File: src/rtl/rtc_reg_bus_arbiter.sv
// rtc_reg_bus_arbiter
// Round-robin arbiter between the host wrapper (port 0) and the RTC core
// (port 1) for the RTC configuration-register bus. It runs one transaction
// at a time: IDLE -> BUSY (chip-select held) -> DONE (completion pulse).
// Every output is a flop, so the MC interface and both requesters see clean,
// glitch-free signals.

module rtc_reg_bus_arbiter #(
    parameter int TIMEOUT_CYCLES = 16
) (
    input  logic        i_sys_clk,
    input  logic        i_reset,
    input  logic        i_req0,
    input  logic        i_req1,
    input  logic        i_r_neg_w0,
    input  logic        i_r_neg_w1,
    input  logic [5:0]  i_addr0,
    input  logic [5:0]  i_addr1,
    input  logic [31:0] i_wdata0,
    input  logic [31:0] i_wdata1,
    output logic [31:0] o_rdata0,
    output logic [31:0] o_rdata1,
    output logic        o_ack0,
    output logic        o_ack1,
    output logic        o_err0,
    output logic        o_err1,
    output logic        o_cs,
    output logic        o_r_neg_w,
    output logic [5:0]  o_addr,
    output logic [31:0] o_bus_data,
    input  logic [31:0] i_reg_data,
    input  logic        i_ack,
    input  logic        i_error
);

    localparam logic [1:0] ST_IDLE = 2'd0;
    localparam logic [1:0] ST_BUSY = 2'd1;
    localparam logic [1:0] ST_DONE = 2'd2;

    // Counter value seen in the final BUSY cycle before giving up.
    localparam logic [7:0] TIMEOUT_LAST = 8'(TIMEOUT_CYCLES - 1);

    logic [1:0]  state;
    logic [7:0]  timer;
    logic        last_grant;
    logic        cur_port;

    logic        pick;
    logic        finish;
    logic [31:0] fin_rdata;
    logic        fin_err;

    // Choose the winner: a lone requester always wins, a tie goes to the port
    // that was not served last.
    always_comb begin
        pick = 1'b0;
        if (i_req0 && i_req1) begin
            pick = ~last_grant;
        end else if (i_req1) begin
            pick = 1'b1;
        end
    end

    // Work out how a BUSY cycle ends: an ack wins over the timeout, a write
    // returns zero data, and a timeout returns zero data with the error flag.
    always_comb begin
        finish    = i_ack || (timer == TIMEOUT_LAST);
        fin_rdata = 32'd0;
        fin_err   = 1'b1;
        if (i_ack) begin
            fin_rdata = o_r_neg_w ? i_reg_data : 32'd0;
            fin_err   = i_error;
        end
    end

    // Sequencer: the command register doubles as the bus outputs, so it stays
    // stable for the whole BUSY state; completion status lives only in DONE.
    always_ff @(posedge i_sys_clk or posedge i_reset) begin
        if (i_reset) begin
            state      <= ST_IDLE;
            timer      <= 8'd0;
            last_grant <= 1'b1;
            cur_port   <= 1'b0;
            o_cs       <= 1'b0;
            o_r_neg_w  <= 1'b0;
            o_addr     <= 6'd0;
            o_bus_data <= 32'd0;
            o_ack0     <= 1'b0;
            o_ack1     <= 1'b0;
            o_rdata0   <= 32'd0;
            o_rdata1   <= 32'd0;
            o_err0     <= 1'b0;
            o_err1     <= 1'b0;
        end else begin
            case (state)
                ST_IDLE: begin
                    if (i_req0 || i_req1) begin
                        cur_port   <= pick;
                        o_r_neg_w  <= pick ? i_r_neg_w1 : i_r_neg_w0;
                        o_addr     <= pick ? i_addr1 : i_addr0;
                        o_bus_data <= pick ? i_wdata1 : i_wdata0;
                        timer      <= 8'd0;
                        o_cs       <= 1'b1;
                        state      <= ST_BUSY;
                    end
                end
                ST_BUSY: begin
                    if (finish) begin
                        o_cs  <= 1'b0;
                        state <= ST_DONE;
                        if (cur_port) begin
                            o_ack1   <= 1'b1;
                            o_rdata1 <= fin_rdata;
                            o_err1   <= fin_err;
                        end else begin
                            o_ack0   <= 1'b1;
                            o_rdata0 <= fin_rdata;
                            o_err0   <= fin_err;
                        end
                    end else begin
                        timer <= timer + 8'd1;
                    end
                end
                ST_DONE: begin
                    o_ack0     <= 1'b0;
                    o_ack1     <= 1'b0;
                    o_rdata0   <= 32'd0;
                    o_rdata1   <= 32'd0;
                    o_err0     <= 1'b0;
                    o_err1     <= 1'b0;
                    last_grant <= cur_port;
                    timer      <= 8'd0;
                    state      <= ST_IDLE;
                end
                default: begin
                    o_cs  <= 1'b0;
                    state <= ST_IDLE;
                end
            endcase
        end
    end

endmodule

File: config.mk
export PLATFORM = sky130hd
export DESIGN_NAME = rtc_reg_bus_arbiter
export DESIGN_NICKNAME = d
export VERILOG_FILES = /design/src/rtl/rtc_reg_bus_arbiter.sv
export SDC_FILE = /design/constraint.sdc
export NUM_CORES = 1
export LEC_CHECK = 0
export ABC_AREA = 1
export BUFFER_PORTS_ARGS = -buffer_cell sky130_fd_sc_hd__buf_2
export CELL_PAD_IN_SITES_DETAIL_PLACEMENT = 1
export CELL_PAD_IN_SITES_GLOBAL_PLACEMENT = 1
export CORE_ASPECT_RATIO = 1.1
export CORE_UTILIZATION = 37
export DETAILED_ROUTE_END_ITERATION = 6
export PLACE_DENSITY = 0.93
export SYNTH_ARGS = -nofsm -noshare
export SYNTH_HDL_FRONTEND = slang
export SYNTH_SLANG_ARGS = --single-unit
File: constraint.sdc
create_clock -name i_sys_clk -period 10.8 [get_ports i_sys_clk]
set_input_delay 1.62 -clock i_sys_clk [delete_from_list [all_inputs] [get_ports i_sys_clk]]
set_output_delay 1.62 -clock i_sys_clk [all_outputs]
set_load 0.01 [all_outputs]
* Word level (Yosys, flattened, before mapping)
Cells that the tools add are included. Widths: inputs -> output; s select.
Word-level totals: flip-flop bits (word level) 120, output and inout port bits 108, input port bits 116, logic and storage cells 72
Cells by class: muxes and demuxes 35, reduce and logical (&&, ||, !) cells 12, $add $sub $neg 1, equality and inequality tests 8, bitwise logic cells 2
Operator list (number):
- $mux 32 | 7
- $pmux 32 s2 | 2
- $pmux 8 s3 | 1
- $mux 8 | 2
- $mux 1 | 14
- $reduce_and 3->1 | 4
- $ne 2x2->1 const B | 5
- $add 8x1->8 const B | 1
- $eq 8x4->1 const B | 1
- $pmux 1 s2 | 4
- $mux 6 | 1
- $mux 2 | 2
- $pmux 2 s2 | 1
- $reduce_and 2->1 | 2
- $pmux 1 s3 | 1
- $reduce_bool 3->1 | 1
- $eq 2x1->1 const B | 1
- $eq 2x2->1 const B | 1
- $logic_not 2->1 | 1
- $logic_or 1x1->1 | 2
- $not 1->1 | 2
- $reduce_bool 2->1 | 1
- $logic_and 1x1->1 | 1

* Longest topological paths before layout
depth in word-level cells 5, gate-level depth with buffers 8, gate-level depth less buffers 8

* Worst setup path before layout
OpenSTA, ideal clock, no wires.
path type input to register, start point input port i_req1, end point register o_bus_data[9], stages 8, buffers on the path 2, setup time 0.122 ns, data arrival time 2.438 ns, data required time 10.678 ns, setup slack 8.240 ns, cells stage by stage nor2_1 > inv_2 > nand2_1 > inv_2 > buf_2 > buf_2 > o21ai_0 > o21ai_1
Between the ends: word-level cells in the longest chain between the ends 3, elaborated cells between the ends (all ways) 6, those cells by class mux (3); reduce/logical (3)
RTL lines:
- from (decl) | line 14 | input logic i_req1,
- $mux 1 or $logic_and 1x1->1 (tied branches) | line 59, 57
- $mux 1 | line 57 | if (i_req0 && i_req1) begin
- $mux 32 | line 101 | o_bus_data <= pick ? i_wdata1 : i_wdata0;
- to (signal assigned) | line 101
- to (decl) | line 30 | output logic [31:0] o_bus_data,
Parallel ways exist; a longest one is shown, timed or not. A chain may end at the register's enable or synchronous reset.

* Worst setup path in the final report
start point input port i_ack, end point register o_rdata0[12]
Between the ends: word-level cells in the longest chain between the ends 4, elaborated cells between the ends (all ways) 7, those cells by class eq/ne (1); mux (4); reduce/logical (2)
RTL lines:
- from (decl) | line 32 | input logic i_ack,
- $mux 32 | line 70 | if (i_ack) begin
- $mux 32 | line 111 | if (cur_port) begin
- $mux 32 | line 108 | if (finish) begin
- $pmux 32 s2 | line 95 | case (state)
- to (signal assigned) | line 117 | o_rdata0 <= fin_rdata;
- to (decl) | line 21 | output logic [31:0] o_rdata0,
Parallel ways exist; a longest one is shown, timed or not. The select of a mux whose other input is x is not followed.

==> qor.yml <==
numClockSinks: 120
ys_top_cells_by_area: "dfrtp_1, nand2_1, nand3_1"
routed_wl_um: 17700
critPathLaunch: "i_ack"
gp_congestion: 0.790
num_rows: 46
cts_buffers: 17
synth_top_area_frac: 0.544
syn_nets: 795
power_density_mw_per_mm2: 299
hp-start: "o_rdata1[8]"
grt_pass1_wl_um: 28400
syn_area_mm2: 0.00547
fin_tns_setup_ns: 0
root_buffer: "clkbuf_16"
die_h_um: 130
drt-pass1-iter-count: 4
status: "finished, final reports clean"
synthCells: 678
clockBufferDepth: 2
ys_ff_latch: 120
synth_common_cells: "nand2_1, dfrtp_1, nor2_1"
insertion_delay_ns: 0.42
post_dp_cell_area_mm2: 0.00663
synth_edf_count: 0
hold_viol_final: 0
dp_hpwl_um: 12000
cts-resized-gates: 0
yosysWarningCount: 0
final-setup-viol-count: 0
final.min_clock_period_ns: 2.93
crit_arrival_ns: 3.29
finalMaxSlewViolations: 0
syn2layout_area_growth_pct: 31.8
nFillCells: 1853
grt_usage: 0.239
cellLeakagePower_nw: 4.09
initial_utilization: 0.379
ir_drop_mv: 0.140
synth.distinct_cells: 24
final_area_mm2: 0.00721
required_ns: 11.16
synthMostInstantiatedCell: "nand2_1"
via_per_inst: 4.99
async_reset_ff_frac: 1.00
max_slew_margin: 0.186
register_area_mm2: 0.00300
io_pins: 224
layout.nets: 1000
postRouteAntennaNets: 0
timing.fmax_mhz: 341
r2r_setup_slack_ns: 8.29
r2r-end: "o_rdata0[12]"
syn_area_per_cell_um2: 8.07
tightest_slew_ns: 1.22
wire_per_inst_um: 16.2
finalCritPeriodShare: 0.272
post_cts_buffers: 0
drc: 0
htree_levels: 4
num_antenna_cells: 0
multi_input_area_mm2: 0.00217
drive_gt1_frac: 0.302
placed_cells: 1056
grt.overflow.total: 0
clock_skew_ns: 0.0101
crit_path_end: "o_rdata0[12]"
yosysTopAreaCell: "dfrtp_1"
cp-start-kind: "primary input"
antenna_found_initial: 0
dieWidth_um: 118
cts_hold_buf: 0
drtIter0Drc: 335
die_area_mm2: 0.0153
r2r_cells: 7
rsz0062_at_grt: "no"
cp_max_fo: 35
reg2reg_from: "timer[0]"
grt_max_degree: 78
cap_violations: 0
core_mm2: 0.0144
grt_pass1_vias: 5521
path_class: "primary input to flip-flop"
cts_tree: "built"
port_buffers: 223
seq_area_frac_synth: 0.549
fin_cells: 1088
clk_transition_reported_paths_ns: 0.06
hold_class: "flip-flop to flip-flop"
synth-main-ff-cell: "dfrtp_1"
setup.worst_path.end_class: "flip-flop"
vias: 5425
-- how the worst min path moves through the flow --
stage          cells after the start      endpoint
6_report                           2   o_rdata1[8]
5_1_grt                            2        o_err1
4_1_cts                            2   o_rdata1[8]
3_5_place_dp                       2  o_rdata1[13]
3_3_place_gp                       2   o_rdata1[6]
2_1_floorplan                      1      state[1]
-- worst max-delay path, stage by stage --
cell,delay (ns)
buf_2,0.10
o21bai_2,0.12
nand3_2,0.61
nand2_4,0.62
nand2_1,0.12
nand2_1,0.08
-- kinds of logic (layout without fill, tap and decap cells) --
group	Yosys count	after routing	share of synthesized area
buffers and inverters	59	277	0.0558
adders and majority gates	1	1	0.00229
DFF	120	120	0.549
and+or+nand+nor	406	406	0.302
AOI/OAI and AO/OA	89	89	0.0862
xor gates and xnor gates	3	3	0.00480
-- cell type report --
type	count	area share
Clock buffer	22	0.0671
Clock inverter	10	0.0130
Inverter	17	0.00919
Multi-Input combinational cell	499	0.301
Sequential cell	120	0.417
Tap cell	192	0.0333
Timing Repair Buffer	228	0.160
-- per-stage QoR --
step | utilization | hold WS, ns | setup WS (ns) | power, mW
final | 0.499 | 0.463 | 7.87 | 2.15
after global routing | 0.499 | 0.481 | 7.69 | 2.31
after floorplan | - | 0.468 | 6.00 | 1.28
after detailed placement | 0.459 | 0.454 | 7.40 | 1.62
after CTS | 0.499 | 0.467 | 7.83 | 2.18
after global placement | 0.459 | 0.450 | 7.44 | 1.58
-- cells in the final DEF, fill, tap and decap left out --
master / n
nand2_1: 241
buf_2: 223
dfrtp_1: 119
nor2_1: 81
nand3_1: 77
o21ai_0: 74
clkbuf_16: 17
inv_1: 13
o21ai_1: 11
clkinvlp_4: 6
buf_4: 5
clkbuf_8: 4
inv_2: 3
nor3_1: 3
nand3_2: 2
xor2_1: 2
nand2_4: 2
clkinv_2: 2
o211ai_4: 1
xnor2_1: 1
o21bai_2: 1
o21ai_4: 1
inv_4: 1
a21oi_1: 1
ha_1: 1
clkbuf_1: 1
inv_6: 1
bufinv_16: 1
dfstp_2: 1
-- where the power goes --
part / leakage [nW] / internal (mW) / switching [mW] / total, mW
clock network: 0.267 / 0.340 / 0.212 / 0.552
registers: 1.57 / 0.651 / 0.119 / 0.770
logic: 2.25 / 0.281 / 0.551 / 0.832
total: 4.09 / 1.27 / 0.883 / 2.15
-- state kept, by name, indices dropped and copies added, names as in the netlist --
signal      flops
o_err1          1
o_bus_data     32
timer           8
last_grant      1
cur_port        1
o_rdata0       32
state           2
o_r_neg_w       1
o_rdata1       32
o_cs            1
o_addr          6
o_err0          1
o_ack1          1
o_ack0          1
-- metal layers --
metal  vias up  GRT usage  wire length (µm)
li1       2587          -                 -
met1      2605      0.285              7370
met2       206      0.407              8680
met3        27     0.0704              1300
met4         0     0.0980               320
met5         -          0                 0
Power figures use the tool's default switching activity.
